==> config.mk <==
export PLATFORM = sky130hd
export DESIGN_NAME = segment_scan
export DESIGN_NICKNAME = d
export VERILOG_FILES = /design/src/rtl/segment_pkg.sv /design/src/rtl/scan_prescaler.sv /design/src/rtl/segment_scan.sv
export SDC_FILE = /design/constraint.sdc
export NUM_CORES = 1
export LEC_CHECK = 0
export BUFFER_PORTS_ARGS = -buffer_cell sky130_fd_sc_hd__buf_4
export CAP_MARGIN = 20
export CORE_UTILIZATION = 40
export DETAILED_ROUTE_END_ITERATION = 10
export GPL_TIMING_DRIVEN = 0
export PLACE_DENSITY = 0.7
export RECOVER_POWER = 100
export SYNTH_ARGS = -nofsm -noshare
export SYNTH_HDL_FRONTEND = slang
export SYNTH_SLANG_ARGS = --single-unit
export TNS_END_PERCENT = 20
==> constraint.sdc <==
create_clock -name clk -period 3.1 [get_ports clk]
set_input_delay 0.31 -clock clk [delete_from_list [all_inputs] [get_ports clk]]
set_output_delay 0.31 -clock clk [all_outputs]
set_load 0.02 [all_outputs]
==> src/rtl/segment_pkg.sv <==
`default_nettype none
//============================================================================
// Module      : segment_pkg
// Description : Shared constants and helpers for the multiplexed hex
//               display scanner (digit count, nibble width, default scan
//               divider, nibble extraction helper).
// Revision    : 1.0 - initial release
//============================================================================
package segment_pkg;

    localparam int SCAN_DIV_DEFAULT = 50000;       // clocks per digit slot
    localparam int DIGITS           = 8;           // digits on the display
    localparam int NIBBLE_W         = 4;           // bits per hex digit
    localparam int VALUE_W          = DIGITS * NIBBLE_W;
    localparam int IDX_W            = $clog2(DIGITS);

    typedef logic [IDX_W-1:0]    digit_idx_t;
    typedef logic [NIBBLE_W-1:0] nibble_t;

    // Nibble i of a packed display value (nibble i is bits 4i+3:4i).
    function automatic nibble_t nibble_at(input logic [VALUE_W-1:0] v,
                                          input digit_idx_t         i);
        return v[int'(i)*NIBBLE_W +: NIBBLE_W];
    endfunction

endpackage
`default_nettype wire

==> src/rtl/scan_prescaler.sv <==
`default_nettype none
//============================================================================
// Module      : scan_prescaler
// Description : Free-running modulo-DIV counter; tick is high during the
//               cycle the count equals DIV-1.
//   clk  - system clock (rising edge)
//   rst  - synchronous active-high reset, count returns to 0
//   tick - one cycle in every DIV
// Revision    : 1.0 - initial release
//============================================================================
module scan_prescaler #(
    parameter int DIV = 50000               // minimum 2
) (
    input  logic clk,
    input  logic rst,
    output logic tick
);

    localparam int CNT_W = $clog2(DIV);
    localparam logic [CNT_W-1:0] C_LAST = CNT_W'(DIV - 1);

    logic [CNT_W-1:0] r_count;
    logic             w_last;

    assign w_last = (r_count == C_LAST);
    assign tick   = w_last;

    always_ff @(posedge clk) begin
        if (rst) begin
            r_count <= '0;
        end else if (w_last) begin
            r_count <= '0;
        end else begin
            r_count <= r_count + CNT_W'(1);
        end
    end

endmodule
`default_nettype wire

==> src/rtl/segment_scan.sv <==
`default_nettype none
//============================================================================
// Module      : segment_scan
// Description : Eight-digit multiplexed hex display scanner with tear-free
//               frame-aligned value updates, leading-zero blanking and a
//               per-digit enable mask.
//   clk        - system clock (rising edge)
//   rst        - synchronous active-high reset
//   load       - one-cycle strobe capturing value
//   value      - eight hex nibbles, nibble i = value[4i+3:4i]
//   blank_lz   - enable leading-zero blanking (digit 0 always shown)
//   digit_en   - per-digit enable, 0 forces the digit dark
//   data       - registered nibble for the active digit
//   select     - registered one-hot digit select (00 when blanked)
//   frame_done - one-cycle pulse as the scan wraps from digit 7 to 0
// Revision    : 1.0 - initial release
//============================================================================
module segment_scan
    import segment_pkg::*;
#(
    parameter int SCAN_DIV = SCAN_DIV_DEFAULT
) (
    input  logic                clk,
    input  logic                rst,
    input  logic                load,
    input  logic [VALUE_W-1:0]  value,
    input  logic                blank_lz,
    input  logic [DIGITS-1:0]   digit_en,
    output logic [NIBBLE_W-1:0] data,
    output logic [DIGITS-1:0]   select,
    output logic                frame_done
);

    localparam digit_idx_t C_LAST_IDX = IDX_W'(DIGITS - 1);

    logic               w_tick;
    logic               w_frame_end;
    digit_idx_t         r_idx;
    logic [VALUE_W-1:0] r_active;
    logic [VALUE_W-1:0] r_pending;
    logic               r_pending_vld;
    logic [DIGITS-1:0]  w_tail_zero;
    logic               w_blank;
    nibble_t            w_nibble;
    logic [DIGITS-1:0]  w_onehot;
    nibble_t            r_data;
    logic [DIGITS-1:0]  r_select;
    logic               r_frame_done;

    scan_prescaler #(
        .DIV (SCAN_DIV)
    ) u_prescaler (
        .clk  (clk),
        .rst  (rst),
        .tick (w_tick)
    );

    assign w_frame_end = w_tick && (r_idx == C_LAST_IDX);

    // Digit index advances once per slot.
    always_ff @(posedge clk) begin
        if (rst) begin
            r_idx <= '0;
        end else if (w_tick) begin
            r_idx <= r_idx + IDX_W'(1);
        end
    end

    // Loads are parked in the pending register and only promoted to the
    // displayed value at the frame boundary, so a frame never mixes two
    // values. A load landing exactly on the boundary goes straight in.
    always_ff @(posedge clk) begin
        if (rst) begin
            r_active      <= '0;
            r_pending     <= '0;
            r_pending_vld <= 1'b0;
        end else if (w_frame_end) begin
            if (load) begin
                r_active <= value;
            end else if (r_pending_vld) begin
                r_active <= r_pending;
            end
            r_pending_vld <= 1'b0;
        end else if (load) begin
            r_pending     <= value;
            r_pending_vld <= 1'b1;
        end
    end

    // w_tail_zero[i]: nibbles i..7 of the active value are all zero.
    for (genvar i = 0; i < DIGITS; i++) begin : g_tail
        assign w_tail_zero[i] = (r_active[VALUE_W-1:i*NIBBLE_W] == '0);
    end

    always_comb begin
        w_nibble = nibble_at(r_active, r_idx);
        w_onehot = DIGITS'(1) << r_idx;
        w_blank  = !digit_en[r_idx] ||
                   (blank_lz && (r_idx != '0) && w_tail_zero[r_idx]);
    end

    // Outputs are registered; a blanked digit still drives its nibble.
    always_ff @(posedge clk) begin
        if (rst) begin
            r_data       <= '0;
            r_select     <= '0;
            r_frame_done <= 1'b0;
        end else begin
            r_data       <= w_nibble;
            r_select     <= w_blank ? '0 : w_onehot;
            r_frame_done <= w_frame_end;
        end
    end

    assign data       = r_data;
    assign select     = r_select;
    assign frame_done = r_frame_done;

endmodule
`default_nettype wire

==> flow_summary.json, run 1 <==
{
  "crit_start": "r_idx[1]$_SDFFE_PP0P_",
  "synth_cells": 462,
  "p_total_w": 0.00228,
  "grt_remaining_overflow": 0,
  "p_seq_share_pct": 56.4,
  "ys_warn_count": 0,
  "fp.dieW_um": 105,
  "hold_path.class": "in -> reg",
  "synth_seq_cells": 97,
  "start_kind": "flip-flop",
  "dp_hpwl_um": 7440,
  "avgSynthCellArea_sq_um": 9.19,
  "p_int_w": 0.00172,
  "areaGrowthSynthToFinish_pct": 16.7,
  "p_leak_nw": 1.82,
  "drtPass1Iterations": 4,
  "path_class": "reg -> reg",
  "start_util_pct": 41.1,
  "placed_area_sq_mm": 0.00483,
  "drive_above_1_share_pct": 13.7,
  "p_sw_w": 0.000559,
  "setup-tns-final_ns": 0,
  "status": "complete, no violations",
  "cp-end-kind": "flip-flop",
  "synth_top_area_share_pct": 45.7,
  "required_ns": 3.33,
  "clkPwrFrac_pct": 35.6,
  "synth_cell_types": 36,
  "grt_pass1_vias": 3352,
  "clk_pin_slew_ns": 0.10,
  "postCtsSetupRepairBufs": 0,
  "ctsResizeCount": 0,
  "combPwrFrac_pct": 8.0,
  "port_buffers": 55,
  "viasPerCell": 5.26,
  "core_sq_mm": 0.0103,
  "min_period_ns": 2.67,
  "synth_area_leaders": "dfxtp_1 46%, mux2i_1 8.7%, a21oi_1 8.4%, nand2_1 6.6%, a211oi_1 6.0%",
  "antenna_found_initial": 0,
  "cellPowerDensity_mw_per_mm2": 461,
  "ys_seq_area_share_pct": 45.7,
  "htreeDepth": 3,
  "grt_first_pass_wirelength_um": 16300,
  "vdd_drop_max_uv": 231,
  "grt_usage_pct": 18.6,
  "grt_max_degree": 17,
  "drc_errors": 0,
  "num_vias": 3520,
  "n_antenna_cell": 0,
  "wl_um": 9900,
  "rows": 37,
  "synth_nets": 512,
  "drv_slew": 0,
  "clockBufferDepth": 2,
  "finalHoldViolations": 0,
  "die_area_sq_mm": 0.0110,
  "fin_hold_ws_ns": 0.178,
  "post-route-util_pct": 48.0,
  "worst_skew_pair.late_latency_ns": 0.38,
  "syn-cell-area_sq_mm": 0.00425,
  "numCtsBuffers": 9,
  "max_freq_mhz": 375,
  "max_slew_margin_pct": 49.4,
  "nNetsFinal": 578,
  "rsz0062_at_grt": "no",
  "hold_buffers": 0,
  "sw_frac_of_total_pct": 24.5,
  "cts.sinks": 97,
  "max_cap_violations": 0,
  "cts_tree": "yes",
  "ant_nets": 0,
  "die_h_um": 105,
  "cts-root-buf": "clkbuf_8",
  "setup_violations": 0,
  "final_cell_mix": "97 x dfxtp_1, 75 x nand2_1, 71 x a21oi_1",
  "yosys.area.top_type": "dfxtp_1",
  "fin_worst_skew_ns": 0.0121,
  "crit_arrival_ns": 2.90,
  "drt-wirelength-per-cell_um": 14.8,
  "rr_startpoint": "r_idx[1]$_SDFFE_PP0P_",
  "fin_crit_sh_pct": 86.1,
  "final_common_cell": "dfxtp_1",
  "drtIter0Drc": 189,
  "place.gp.congestion": 0.838,
  "final_area_sq_mm": 0.00495,
  "tightest_slew_ns": 0.759,
  "worstHoldStart": "value[24]",
  "crit_fanout": 10,
  "pin_count": 57
}
-- critical path, cell delays in order, from the launching register on --
cell	delay [ns]
dfxtp_1	0.49
ha_1	0.26
ha_1	0.17
nand4_1	0.22
nor4_4	0.43
and2_0	0.20
clkbuf_1	0.21
clkbuf_1	0.40
a211oi_1	0.14
-- state kept, by name, summed over array words and instances (netlist names) --
register and flops:
r_active 32, r_pending 32, u_prescaler.r_count 16, select 8
data 4, r_idx 3, frame_done 1, r_pending_vld 1
-- metal layers --
| layer | vias up | routed length [um] | GRT usage (%) | part of all wire (%) |
|---|---|---|---|---|
| met5 | - | 0 | 0 | 0 |
| met4 | 0 | 188 | 7.34 | 1.9 |
| met3 | 17 | 474 | 3.12 | 4.8 |
| met2 | 98 | 4480 | 29.1 | 45 |
| met1 | 1626 | 4760 | 25.5 | 48 |
| li1 | 1779 | - | - | - |
-- cells in the mapped netlist (all sizes together) --
library cell,number
or4,2
o21ai,1
nand4,4
nand4b,1
mux2i,37
nor2b,1
nand4bb,1
nand3,9
a211oi,34
nand2,75
o311ai,1
nor3b,5
buf,14
clkbuf,20
o41ai,1
ha,6
a21oi,71
a211o,1
dfxtp,97
nor4,12
nor3,5
or4b,1
o41a,1
inv,7
and3,2
mux4,9
nand2b,1
and2,1
nor2,26
xnor2,13
or2,1
xor2,2
-- final timing paths --
check	cells past startpoint	to	slack [ns]
setup / recovery	8	r_active[3]$_SDFFE_PP0P_	0.43
hold / removal	3	r_pending[24]$_SDFFE_PP0P_	0.18
setup reg to reg	8	r_active[3]$_SDFFE_PP0P_	0.43
hold reg to reg	2	r_pending[8]$_SDFFE_PP0P_	0.46
-- stage by stage --
stage / worst slack (ns) / std cells
2_1_floorplan: 0.929 / 462
3_3_place_gp: 0.564 / 653
3_5_place_dp: 0.488 / 653
4_1_cts: 0.467 / 669
5_1_grt: 0.118 / 669
6_report: 0.432 / 669
-- power by group through the flow --
stage | registers [W] | logic, W | clock network (W)
after floorplan | 0.00131 | 0.000105 | 0
after global placement | 0.00131 | 0.000181 | 0
after detailed placement | 0.00132 | 0.000186 | 0
after CTS | 0.00129 | 0.000187 | 0.000822
after global routing | 0.00129 | 0.000203 | 0.000879
final | 0.00129 | 0.000183 | 0.000813
-- cell type report --
cell class | instances | area, sq um
fillers | 1007 | 5370
flip-flops and latches | 97 | 1940
inverters | 7 | 26.3
multi-input cells | 324 | 2120
clock inverters | 7 | 71.3
well taps | 136 | 170
clock buffers | 9 | 124
plain buffers | 34 | 131
repair buffers | 55 | 364
-- kinds of logic (layout without fill, tap and decap cells) --
logic type | count (synthesis) | count (layout) | synth area share [%]
and+or+nand+nor | 147 | 147 | 16.3
AOI/OAI and AO/OA | 110 | 110 | 15.6
DFF | 97 | 97 | 45.7
muxes | 46 | 46 | 13.5
buffers and inverters | 41 | 112 | 4.07
xor gates and xnor gates | 15 | 15 | 3.09
adders and majority gates | 6 | 6 | 1.77
Note: power is estimated with default switching activity, not from simulation.
==> run 2, diff against run 1 <==
--- a/config.mk
+++ b/config.mk
@@ -14,5 +14,6 @@
 export RECOVER_POWER = 100
 export SYNTH_ARGS = -nofsm -noshare
 export SYNTH_HDL_FRONTEND = slang
+export SYNTH_HIERARCHICAL = 1
 export SYNTH_SLANG_ARGS = --single-unit
 export TNS_END_PERCENT = 20
==> flow_summary.json, run 2 <==
{
  "worstHoldStart": "rst",
  "p_leak_nw": 1.85,
  "ys_warn_count": 6,
  "grt_remaining_overflow": 0,
  "drtIter0Drc": 146,
  "path_class": "reg -> reg",
  "ys.flop_type": "dfxtp_1",
  "fin_crit_sh_pct": 83.1,
  "max_cap_violations": 0,
  "r2r-end": "r_pending[6]$_SDFFE_PP0P_",
  "hold_path.class": "in -> reg",
  "rows": 37,
  "async_flop_share_pct": 0,
  "postCtsSetupRepairBufs": 0,
  "htreeDepth": 3,
  "ff2ff_setup_slack_ns": 0.52,
  "viasPerCell": 5.14,
  "drt-wirelength-per-cell_um": 14.1,
  "areaGrowthSynthToFinish_pct": 18.1,
  "final_common_cell": "dfxtp_1",
  "required_ns": 3.40,
  "post-route-util_pct": 48.4,
  "rr_startpoint": "u_prescaler/r_count[0]$_SDFF_PP0_",
  "tightest_slew_ns": 0.715,
  "place.gp.congestion": 0.823,
  "grt_pass1_vias": 3254,
  "fp.dieW_um": 104,
  "start_util_pct": 41.0,
  "finalHoldViolations": 0,
  "syn-cell-area_sq_mm": 0.00419,
  "grt_max_degree": 17,
  "setup_ws_ns": 0.523,
  "drive_above_1_share_pct": 15.4,
  "setup-tns-final_ns": 0,
  "crit_arrival_ns": 2.87,
  "die_h_um": 104,
  "place_ws_ns": 0.709,
  "final_cell_mix": "97 x dfxtp_1, 73 x nand2_1, 62 x nor2_1",
  "synth_edf_count": 0,
  "n_antenna_cell": 0,
  "vdd_drop_max_uv": 275,
  "clockBufferDepth": 2,
  "cp-end-kind": "flip-flop",
  "yosys.area.top_type": "dfxtp_1",
  "grt_usage_pct": 17.6,
  "dp_hpwl_um": 7040,
  "drv_slew": 0,
  "crit_fanout": 10,
  "fin_hold_ws_ns": 0.114,
  "grt_first_pass_wirelength_um": 15300,
  "wl_um": 9340,
  "largestRegisters": "r_active (32), r_pending (32), u_prescaler/r_count (16)",
  "pin_count": 57,
  "die_area_sq_mm": 0.0109,
  "synth_nets": 505,
  "hold_buffers": 0,
  "reg2reg_depth": 9,
  "synth_cells": 455,
  "min_period_ns": 2.58,
  "cts_tree": "yes",
  "status": "complete, no violations",
  "cts-root-buf": "clkbuf_8",
  "fin_worst_skew_ns": 0.0101,
  "synth_area_leaders": "dfxtp_1 46%, mux2i_1 9.1%, nand2_1 6.5%, a211oi_1 5.9%, nor2_1 5.6%",
  "nNetsFinal": 571,
  "synth_most_common_cell": "dfxtp_1",
  "setup_violations": 0,
  "ys_seq_area_share_pct": 46.3,
  "rsz0062_at_grt": "no",
  "core_sq_mm": 0.0102,
  "synth_cell_types": 35,
  "cellPowerDensity_mw_per_mm2": 484,
  "num_vias": 3400,
  "synth_seq_cells": 97,
  "ctsResizeCount": 0,
  "clk_pin_slew_ns": 0.10,
  "whs_path_depth": 2,
  "worstHoldEndpoint": "u_prescaler/r_count[2]$_SDFF_PP0_",
  "numCtsBuffers": 9,
  "drc_errors": 0,
  "synth_common_cells": "97 x dfxtp_1, 73 x nand2_1, 62 x nor2_1, 38 x mux2i_1, 37 x a21oi_1",
  "cts.sinks": 97,
  "max_slew_margin_pct": 52.4,
  "start_kind": "flip-flop",
  "antenna_found_initial": 0,
  "ant_nets": 0,
  "max_freq_mhz": 388,
  "avgSynthCellArea_sq_um": 9.21,
  "worst_skew_pair.late_latency_ns": 0.36,
  "synth_top_area_share_pct": 46.3,
  "drtPass1Iterations": 4,
  "port_buffers": 55
}
==> run 2: worst max path at each step <==
stage,startpoint,cells after the start,to,slack (ns)
after floorplan,u_prescaler/r_count[0]$_SDFF_PP0_,8,r_active[10]$_SDFFE_PP0P_,1.13
after global placement,u_prescaler/r_count[0]$_SDFF_PP0_,9,r_pending[18]$_SDFFE_PP0P_,0.79
after detailed placement,u_prescaler/r_count[0]$_SDFF_PP0_,9,r_pending[6]$_SDFFE_PP0P_,0.71
after CTS,u_prescaler/r_count[0]$_SDFF_PP0_,9,r_pending[13]$_SDFFE_PP0P_,0.68
after global routing,u_prescaler/r_count[0]$_SDFF_PP0_,9,r_pending[19]$_SDFFE_PP0P_,0.25
final,u_prescaler/r_count[0]$_SDFF_PP0_,9,r_pending[6]$_SDFFE_PP0P_,0.52
==> run 2: cell families (layout without fill, tap and decap cells) <==
logic type	count (synthesis)	after routing	synth area share, %
xor gates and xnor gates	15	15	3.13
and+or+nand+nor	178	178	19.3
DFF	97	97	46.3
buffers and inverters	38	109	4.00
adders and majority gates	6	6	1.79
AOI/OAI and AO/OA	73	73	10.9
muxes	48	48	14.6
==> run 2: area by class of cell <==
type | instances | area [sq um]
Multi-Input combinational cell | 320 | 2080
Inverter | 6 | 22.5
Timing Repair Buffer | 55 | 364
Buffer | 32 | 134
Sequential cell | 97 | 1940
Clock inverter | 5 | 85.1
Clock buffer | 11 | 151
Fill cell | 1008 | 5280
Tap cell | 136 | 170
==> run 2: critical path, cell delays in order, from the launching register on <==
cell and delay, ns:
dfxtp_1 0.38, ha_1 0.24, nand4_2 0.19, and4b_1 0.32
clkbuf_1 0.27, nand2_1 0.22, nand2_1 0.22, clkbuf_1 0.40
nand2_1 0.11, a21oi_1 0.16
==> run 2: stage by stage <==
stage / cell area, sq um / total power, W / std cells
after global placement: 4780 / 0.00149 / 646
after floorplan: 4190 / 0.00141 / 455
after global routing: 4950 / 0.00248 / 662
after detailed placement: 4780 / 0.00149 / 646
after CTS: 5010 / 0.00242 / 662
final: 4950 / 0.00240 / 662
==> run 2: power by group <==
part	total [W]	internal, W	leakage (nW)	switching [W]
combinational	0.000175	0.0000812	0.942	0.0000936
clock	0.000935	0.000504	0.117	0.000431
sequential	0.00129	0.00127	0.788	0.0000142
total	0.00240	0.00186	1.85	0.000538
==> run 2: per-layer routing <==
metal	GRT usage (%)	vias to the layer above	wire length [um]
met5	0	-	0
met4	6.02	0	166
met3	3.57	14	406
met2	28.8	91	4290
met1	23.0	1570	4480
li1	-	1725	-
